File: config.mk
export PLATFORM = sky130hd
export DESIGN_NAME = regfile_wb_arbiter_flat
export DESIGN_NICKNAME = d
export VERILOG_FILES = /design/src/rtl/regfile_wb_arbiter_if.sv /design/src/rtl/regfile_wb_arbiter.sv /design/src/flat_wrapper.sv
export SDC_FILE = /design/constraint.sdc
export NUM_CORES = 1
export LEC_CHECK = 0
export CORE_ASPECT_RATIO = 1.4
export CORE_MARGIN = 10
export CORE_UTILIZATION = 30
export DETAILED_ROUTE_END_ITERATION = 7
export GPL_ROUTABILITY_DRIVEN = 0
export PLACE_DENSITY = 0.6
export SLEW_MARGIN = 15
export SYNTH_ARGS = -nofsm -noshare
export SYNTH_HDL_FRONTEND = slang
export SYNTH_SLANG_ARGS = --single-unit
File: constraint.sdc
create_clock -name clk -period 4.05 [get_ports clk]
set_input_delay 1.0125 -clock clk [delete_from_list [all_inputs] [get_ports clk]]
set_output_delay 1.0125 -clock clk [all_outputs]
set_load 0.005 [all_outputs]
File: src/rtl/regfile_wb_arbiter_if.sv
// Writeback bundle between the execute/load pipelines and the register-file writeback arbiter.
interface regfile_wb_arbiter_if #(
  parameter int DATA_W = 32,
  parameter int ADDR_W = 5
);
  logic                 alu_valid;
  logic [ADDR_W-1:0]    alu_rd;
  logic [DATA_W-1:0]    alu_data;
  logic                 alu_ready;
  logic                 ld_valid;
  logic [ADDR_W-1:0]    ld_rd;
  logic [DATA_W-1:0]    ld_data;
  logic                 ld_ready;
  logic                 ld_issue;
  logic [ADDR_W-1:0]    ld_issue_rd;
  logic                 we;
  logic [ADDR_W-1:0]    saddr;
  logic [DATA_W-1:0]    wdata;
  logic [2**ADDR_W-1:0] pending;
  logic                 busy;

  modport master (
    output alu_valid, alu_rd, alu_data, ld_valid, ld_rd, ld_data, ld_issue, ld_issue_rd,
    input  alu_ready, ld_ready, we, saddr, wdata, pending, busy
  );

  modport slave (
    input  alu_valid, alu_rd, alu_data, ld_valid, ld_rd, ld_data, ld_issue, ld_issue_rd,
    output alu_ready, ld_ready, we, saddr, wdata, pending, busy
  );
endinterface

File: src/rtl/regfile_wb_arbiter.sv
// Single register-file writer: arbitrates ALU results against load returns, buffers
// loads that lose arbitration, and tracks per-register outstanding loads.
module regfile_wb_arbiter #(
  parameter int DATA_W = 32,
  parameter int ADDR_W = 5,
  parameter int DEPTH  = 2
) (
  input  logic                clk,
  input  logic                rst_n,
  regfile_wb_arbiter_if.slave bus
);
  localparam int PTR_W = (DEPTH > 1) ? $clog2(DEPTH) : 1;
  localparam int CNT_W = PTR_W + 1;
  localparam int NREG  = 2**ADDR_W;

  logic [ADDR_W-1:0] buf_rd_q   [DEPTH];
  logic [DATA_W-1:0] buf_data_q [DEPTH];
  logic [PTR_W-1:0]  head_q, head_d, tail_q, tail_d;
  logic [CNT_W-1:0]  cnt_q, cnt_d;
  logic              we_q, we_d;
  logic [ADDR_W-1:0] saddr_q, saddr_d;
  logic [DATA_W-1:0] wdata_q, wdata_d;
  logic [NREG-1:0]   pending_q, pending_d;

  logic full, empty, alu_win, pop, bypass, ld_acc, push, ld_wr;

  always_comb begin
    full    = (cnt_q == CNT_W'(DEPTH));
    empty   = (cnt_q == '0);
    alu_win = bus.alu_valid && !full;
    pop     = !empty && !alu_win;
    bypass  = empty && !alu_win && bus.ld_valid;
    ld_acc  = bus.ld_valid && (!full || pop);
    // x0 loads are acknowledged but never occupy a buffer slot
    push    = ld_acc && !bypass && (bus.ld_rd != '0);

    we_d    = 1'b0;
    saddr_d = saddr_q;
    wdata_d = wdata_q;
    if (alu_win) begin
      we_d    = (bus.alu_rd != '0);
      saddr_d = bus.alu_rd;
      wdata_d = bus.alu_data;
    end else if (pop) begin
      we_d    = 1'b1;
      saddr_d = buf_rd_q[head_q];
      wdata_d = buf_data_q[head_q];
    end else if (bypass) begin
      we_d    = (bus.ld_rd != '0);
      saddr_d = bus.ld_rd;
      wdata_d = bus.ld_data;
    end
    ld_wr = !alu_win && we_d;

    // Issue is applied after the clear so a same-cycle set survives
    pending_d = pending_q;
    if (ld_wr) pending_d[saddr_d] = 1'b0;
    if (bus.ld_issue) pending_d[bus.ld_issue_rd] = 1'b1;
    pending_d[0] = 1'b0;

    head_d = pop  ? head_q + PTR_W'(1) : head_q;
    tail_d = push ? tail_q + PTR_W'(1) : tail_q;
    unique case ({push, pop})
      2'b10:   cnt_d = cnt_q + CNT_W'(1);
      2'b01:   cnt_d = cnt_q - CNT_W'(1);
      default: cnt_d = cnt_q;
    endcase
  end

  always_ff @(posedge clk or negedge rst_n) begin
    if (!rst_n) begin
      we_q      <= 1'b0;
      saddr_q   <= '0;
      wdata_q   <= '0;
      pending_q <= '0;
      cnt_q     <= '0;
      head_q    <= '0;
      tail_q    <= '0;
    end else begin
      we_q      <= we_d;
      saddr_q   <= saddr_d;
      wdata_q   <= wdata_d;
      pending_q <= pending_d;
      cnt_q     <= cnt_d;
      head_q    <= head_d;
      tail_q    <= tail_d;
    end
  end

  always_ff @(posedge clk) begin
    if (push) begin
      buf_rd_q[tail_q]   <= bus.ld_rd;
      buf_data_q[tail_q] <= bus.ld_data;
    end
  end

  assign bus.alu_ready = !full;
  assign bus.ld_ready  = !full || pop;
  assign bus.we        = we_q;
  assign bus.saddr     = saddr_q;
  assign bus.wdata     = wdata_q;
  assign bus.pending   = pending_q;
  assign bus.busy      = !empty;
endmodule

File: src/flat_wrapper.sv
// flat-port wrapper written by rule: the top's interface ports become plain ports
module regfile_wb_arbiter_flat 
#(
  parameter int DATA_W = 32,
  parameter int ADDR_W = 5,
  parameter int DEPTH  = 2
)
  (clk, rst_n, bus_alu_valid, bus_alu_rd, bus_alu_data, bus_ld_valid, bus_ld_rd, bus_ld_data, bus_ld_issue, bus_ld_issue_rd, bus_alu_ready, bus_ld_ready, bus_we, bus_saddr, bus_wdata, bus_pending, bus_busy);
  regfile_wb_arbiter_if #(.DATA_W(DATA_W), .ADDR_W(ADDR_W)) bus_i ();
  input  logic clk;
  input  logic rst_n;
  input wire logic [$bits(bus_i.alu_valid)-1:0] bus_alu_valid;
  input wire logic [$bits(bus_i.alu_rd)-1:0] bus_alu_rd;
  input wire logic [$bits(bus_i.alu_data)-1:0] bus_alu_data;
  input wire logic [$bits(bus_i.ld_valid)-1:0] bus_ld_valid;
  input wire logic [$bits(bus_i.ld_rd)-1:0] bus_ld_rd;
  input wire logic [$bits(bus_i.ld_data)-1:0] bus_ld_data;
  input wire logic [$bits(bus_i.ld_issue)-1:0] bus_ld_issue;
  input wire logic [$bits(bus_i.ld_issue_rd)-1:0] bus_ld_issue_rd;
  output wire logic [$bits(bus_i.alu_ready)-1:0] bus_alu_ready;
  output wire logic [$bits(bus_i.ld_ready)-1:0] bus_ld_ready;
  output wire logic [$bits(bus_i.we)-1:0] bus_we;
  output wire logic [$bits(bus_i.saddr)-1:0] bus_saddr;
  output wire logic [$bits(bus_i.wdata)-1:0] bus_wdata;
  output wire logic [$bits(bus_i.pending)-1:0] bus_pending;
  output wire logic [$bits(bus_i.busy)-1:0] bus_busy;
  assign bus_i.alu_valid = bus_alu_valid;
  assign bus_i.alu_rd = bus_alu_rd;
  assign bus_i.alu_data = bus_alu_data;
  assign bus_i.ld_valid = bus_ld_valid;
  assign bus_i.ld_rd = bus_ld_rd;
  assign bus_i.ld_data = bus_ld_data;
  assign bus_i.ld_issue = bus_ld_issue;
  assign bus_i.ld_issue_rd = bus_ld_issue_rd;
  assign bus_alu_ready = bus_i.alu_ready;
  assign bus_ld_ready = bus_i.ld_ready;
  assign bus_we = bus_i.we;
  assign bus_saddr = bus_i.saddr;
  assign bus_wdata = bus_i.wdata;
  assign bus_pending = bus_i.pending;
  assign bus_busy = bus_i.busy;
  regfile_wb_arbiter #(.DATA_W(DATA_W), .ADDR_W(ADDR_W), .DEPTH(DEPTH)) u_core (.clk(clk), .rst_n(rst_n), .bus(bus_i));
endmodule
==> metrics.md <==
| Metric | Value |
|---|---|
| DRC violations left | `0` |
| Hold Buf Count CTS | `0` |
| I/O Buffers | `approximately 150` |
| Post-synth top area share | `0.340` |
| Actual slew at the worst max-slew pin | `between 1000 and 1500 ps` |
| Worst slew margin | `0.312` |
| Met3 wire len | `1.30 mm` |
| CTS sink count | `147` |
| EDFF count, synth | `74` |
| Setup tns final | `0 ps` |
| Max-cap check violation count | `0` |
| GRT Overall Usage | `0.138` |
| Fin util | `0.418` |
| Die Ht | `195 µm` |
| Crit end category | `flop` |
| Vias in the first global route | `~5200` |
| Static leakage | `3.28 nW` |
| Placeable Area | `21400 µm²` |
| H-tree levels | `4` |
| Clock buffer depth | `2` |
| Hold path start | `u_core.bus.wdata[23]` |
| Met2 Wirelength | `10.1 mm` |
| First-pass GRT wire length | `29.8 mm` |
| Worst R2R End | `u_core.bus.pending[20]` |
| Routed vias/inst | `between 4 and 5` |
| Commonest cells post-synth | `a21oi_1 (74), edfxtp_1 (74), dfrtp_1 (73)` |
| Wl on met1 | `between 7 and 8 mm` |
| Top post-synthesis cells by area | `edfxtp_1 (34%), dfrtp_1 (28%), mux2i_1 (6.1%)` |
| R2r startpoint | `u_core.cnt_q[0]` |
| Final-stage net count | `790` |
| Mapped Nets | `roughly 650` |
| Tightest Hold Check Type | `flop to flop` |
| Share of layout cells above drive strength 1 | `0.0961` |
| CTS tree | `built` |
| Post-Route WL | `just under 20 mm` |
| Kind of critical path | `input port to flop` |
| Setup violators final | `0` |
| Post-synthesis mux area share | `0.0646` |
| Synth Register Bits | `147` |
| Hold EP | `u_core.bus.wdata[23]` |
| Combinational family with the most area after synthesis | `compound AO/OA/AOI/OAI gates` |
| Clock insertion delay at the later pin of the skew report | `between 400 and 500 ps` |
| Die Wd | `145 µm` |
| Register area share after synthesis | `0.619` |
| Cell Area, Synth | `between 6000 and 7000 µm²` |
| Largest area contributor in the netlist | `edfxtp_1` |
| Worst vdd ir | `0.295 mV` |
| Initial Util | `0.306` |
| CP arrival | `around 3400 ps` |
| Post-CTS Setup Bufs | `0` |
| CP max FO | `9` |
| Simple logic cell fraction of the synthesized area | `0.0901` |
| Clock root cell | `clkbuf_16` |
| WL/cell | `about 19 µm` |
| Syn-to-layout area delta | `36.6%` |
| Syn avg cell area | `11.6 µm²` |
| Dominant synthesized flop cell | `edfxtp_1` |
| Antenna Nets Post-Route | `0` |
| Fmax | `320 MHz` |
| # IOs | `157` |
| 1st-pass router iterations | `5` |
| Critical Path Source Type | `input port` |
| HPWL after DPL | `between 10 and 15 mm` |
| Die area | `28200 µm²` |
| Period utilization | `0.771` |
| Worst EP required | `4350 ps` |
| Total grt overflow | `0` |
| Via count | `~4900` |
| R2r setup slk | `1320 ps` |
| # rows | `63` |
| Reg2reg path depth | `7` |
| Synth Area in Adders | `0.00191` |
| Resize count post-CTS | `0` |
| Initial DRC Count | `207` |
| Syn. warnings | `0` |
| Initial antenna violation count | `0` |
| Fin crit period | `roughly 3100 ps` |
| Async S/R FF share, synth | `0.497` |
| Final Hold Fails | `0` |
| ANT cells | `0` |
| Clock slew at reported path FFs | `about 60 ps` |
| XOR/XNOR share of the synthesized area | `0.00669` |
| Pwr Density | `746 nW/µm²` |
| Max Clock Skew | `11.8 ps` |
| CTS Buf Count | `17` |
| Synth cell types | `49` |
| Status | `complete, no violations` |
| Max-slew violation count | `0` |
| Post-Synthesis Cells | `between 500 and 600` |
| Worst hold stages | `2` |
| Largest net degree at the start of global routing | `74` |
| RSZ-0062 raised after global routing | `false` |
| Post-synthesis compound-gate area fraction | `0.180` |
| Max layer used | `met4` |
-- critical path, stage by stage --
cell and delay [ps]:
clkdlybuf4s50_1 800, mux2_2 390, a32oi_1 240, and2_1 410, inv_2 180, nor4_1 270, a21oi_1 100
-- layout make-up --
cell class / count / area (µm²)
Tap cell: 292 / 365
Clock buffer: 18 / 429
Multi-Input combinational cell: 365 / 2280
Sequential cell: 147 / 4050
Timing Repair Buffer: 163 / 1620
Fill cell: 2012 / 12400
Clock inverter: 14 / 154
Inverter: 11 / 41.3
-- layer usage --
| metal | vias up | global-route usage |
|---|---|---|
| met5 | - | 0 |
| met4 | 0 | 0.0516 |
| met3 | 16 | 0.0373 |
| met2 | 146 | 0.239 |
| met1 | 2386 | 0.156 |
| li1 | 2380 | - |
-- worst max path at each step --
stage / startpoint / end / slack (ps) / depth (start not counted)
3_3_place_gp: bus_ld_valid / u_core.bus.pending[3] / 580 / 7
3_5_place_dp: bus_ld_valid / u_core.bus.pending[3] / 520 / 7
4_1_cts: bus_ld_valid / u_core.bus.pending[3] / 970 / 7
2_1_floorplan: bus_ld_valid / u_core.buf_data_q[0][0] / 600 / 4
5_1_grt: bus_ld_valid / u_core.bus.pending[3] / 870 / 7
6_report: bus_ld_valid / u_core.bus.pending[3] / 930 / 7
-- power breakdown --
part	internal (W)	switching [W]	leakage [nW]
clock	0.000914	0.000650	0.277
combinational	0.00128	0.00141	1.45
sequential	0.00212	0.000298	1.56
-- flip-flops by register name (all words and copies together) (netlist names) --
signal,count
u_core.head_q,1
u_core.bus.saddr,5
u_core.cnt_q,2
u_core.tail_q,1
u_core.buf_data_q,64
u_core.bus.we,1
u_core.bus.wdata,32
u_core.buf_rd_q,10
u_core.bus.pending,31
-- cell families after synthesis --
kind of cell	count (synthesis)
AO/OA/AOI/OAI	191
flip-flops	147
AND/OR/NAND/NOR	124
buffers and inverters	50
multiplexers	42
XOR/XNOR	5
other	2
adder cells (fa/ha/maj)	1
-- placed cells by master, fill, tap and decap left out, types with 9 or more instances in the layout --
| master | instances |
|---|---|
| clkdlybuf4s50_1 | 153 |
| a21oi_1 | 74 |
| edfxtp_1 | 74 |
| dfrtp_1 | 72 |
| o21ai_0 | 48 |
| nor2_1 | 43 |
| mux2i_1 | 40 |
| nand2_1 | 40 |
| a211oi_1 | 32 |
| clkbuf_16 | 17 |
| o41ai_1 | 14 |
| buf_4 | 9 |
-- stage by stage --
stage          hold slack (ps)  instances  total power, W  area (µm²)  setup WS, ps
6_report                   474       1010         0.00667        8940           926
5_1_grt                    508       1010         0.00710        8940           867
4_1_cts                    483       1010         0.00676        8940           967
3_5_place_dp               469        978         0.00517        8350           520
3_3_place_gp               461        978         0.00515        8350           576
2_1_floorplan              460        562         0.00388        6540           600
(Power assumes the default switching activity.)
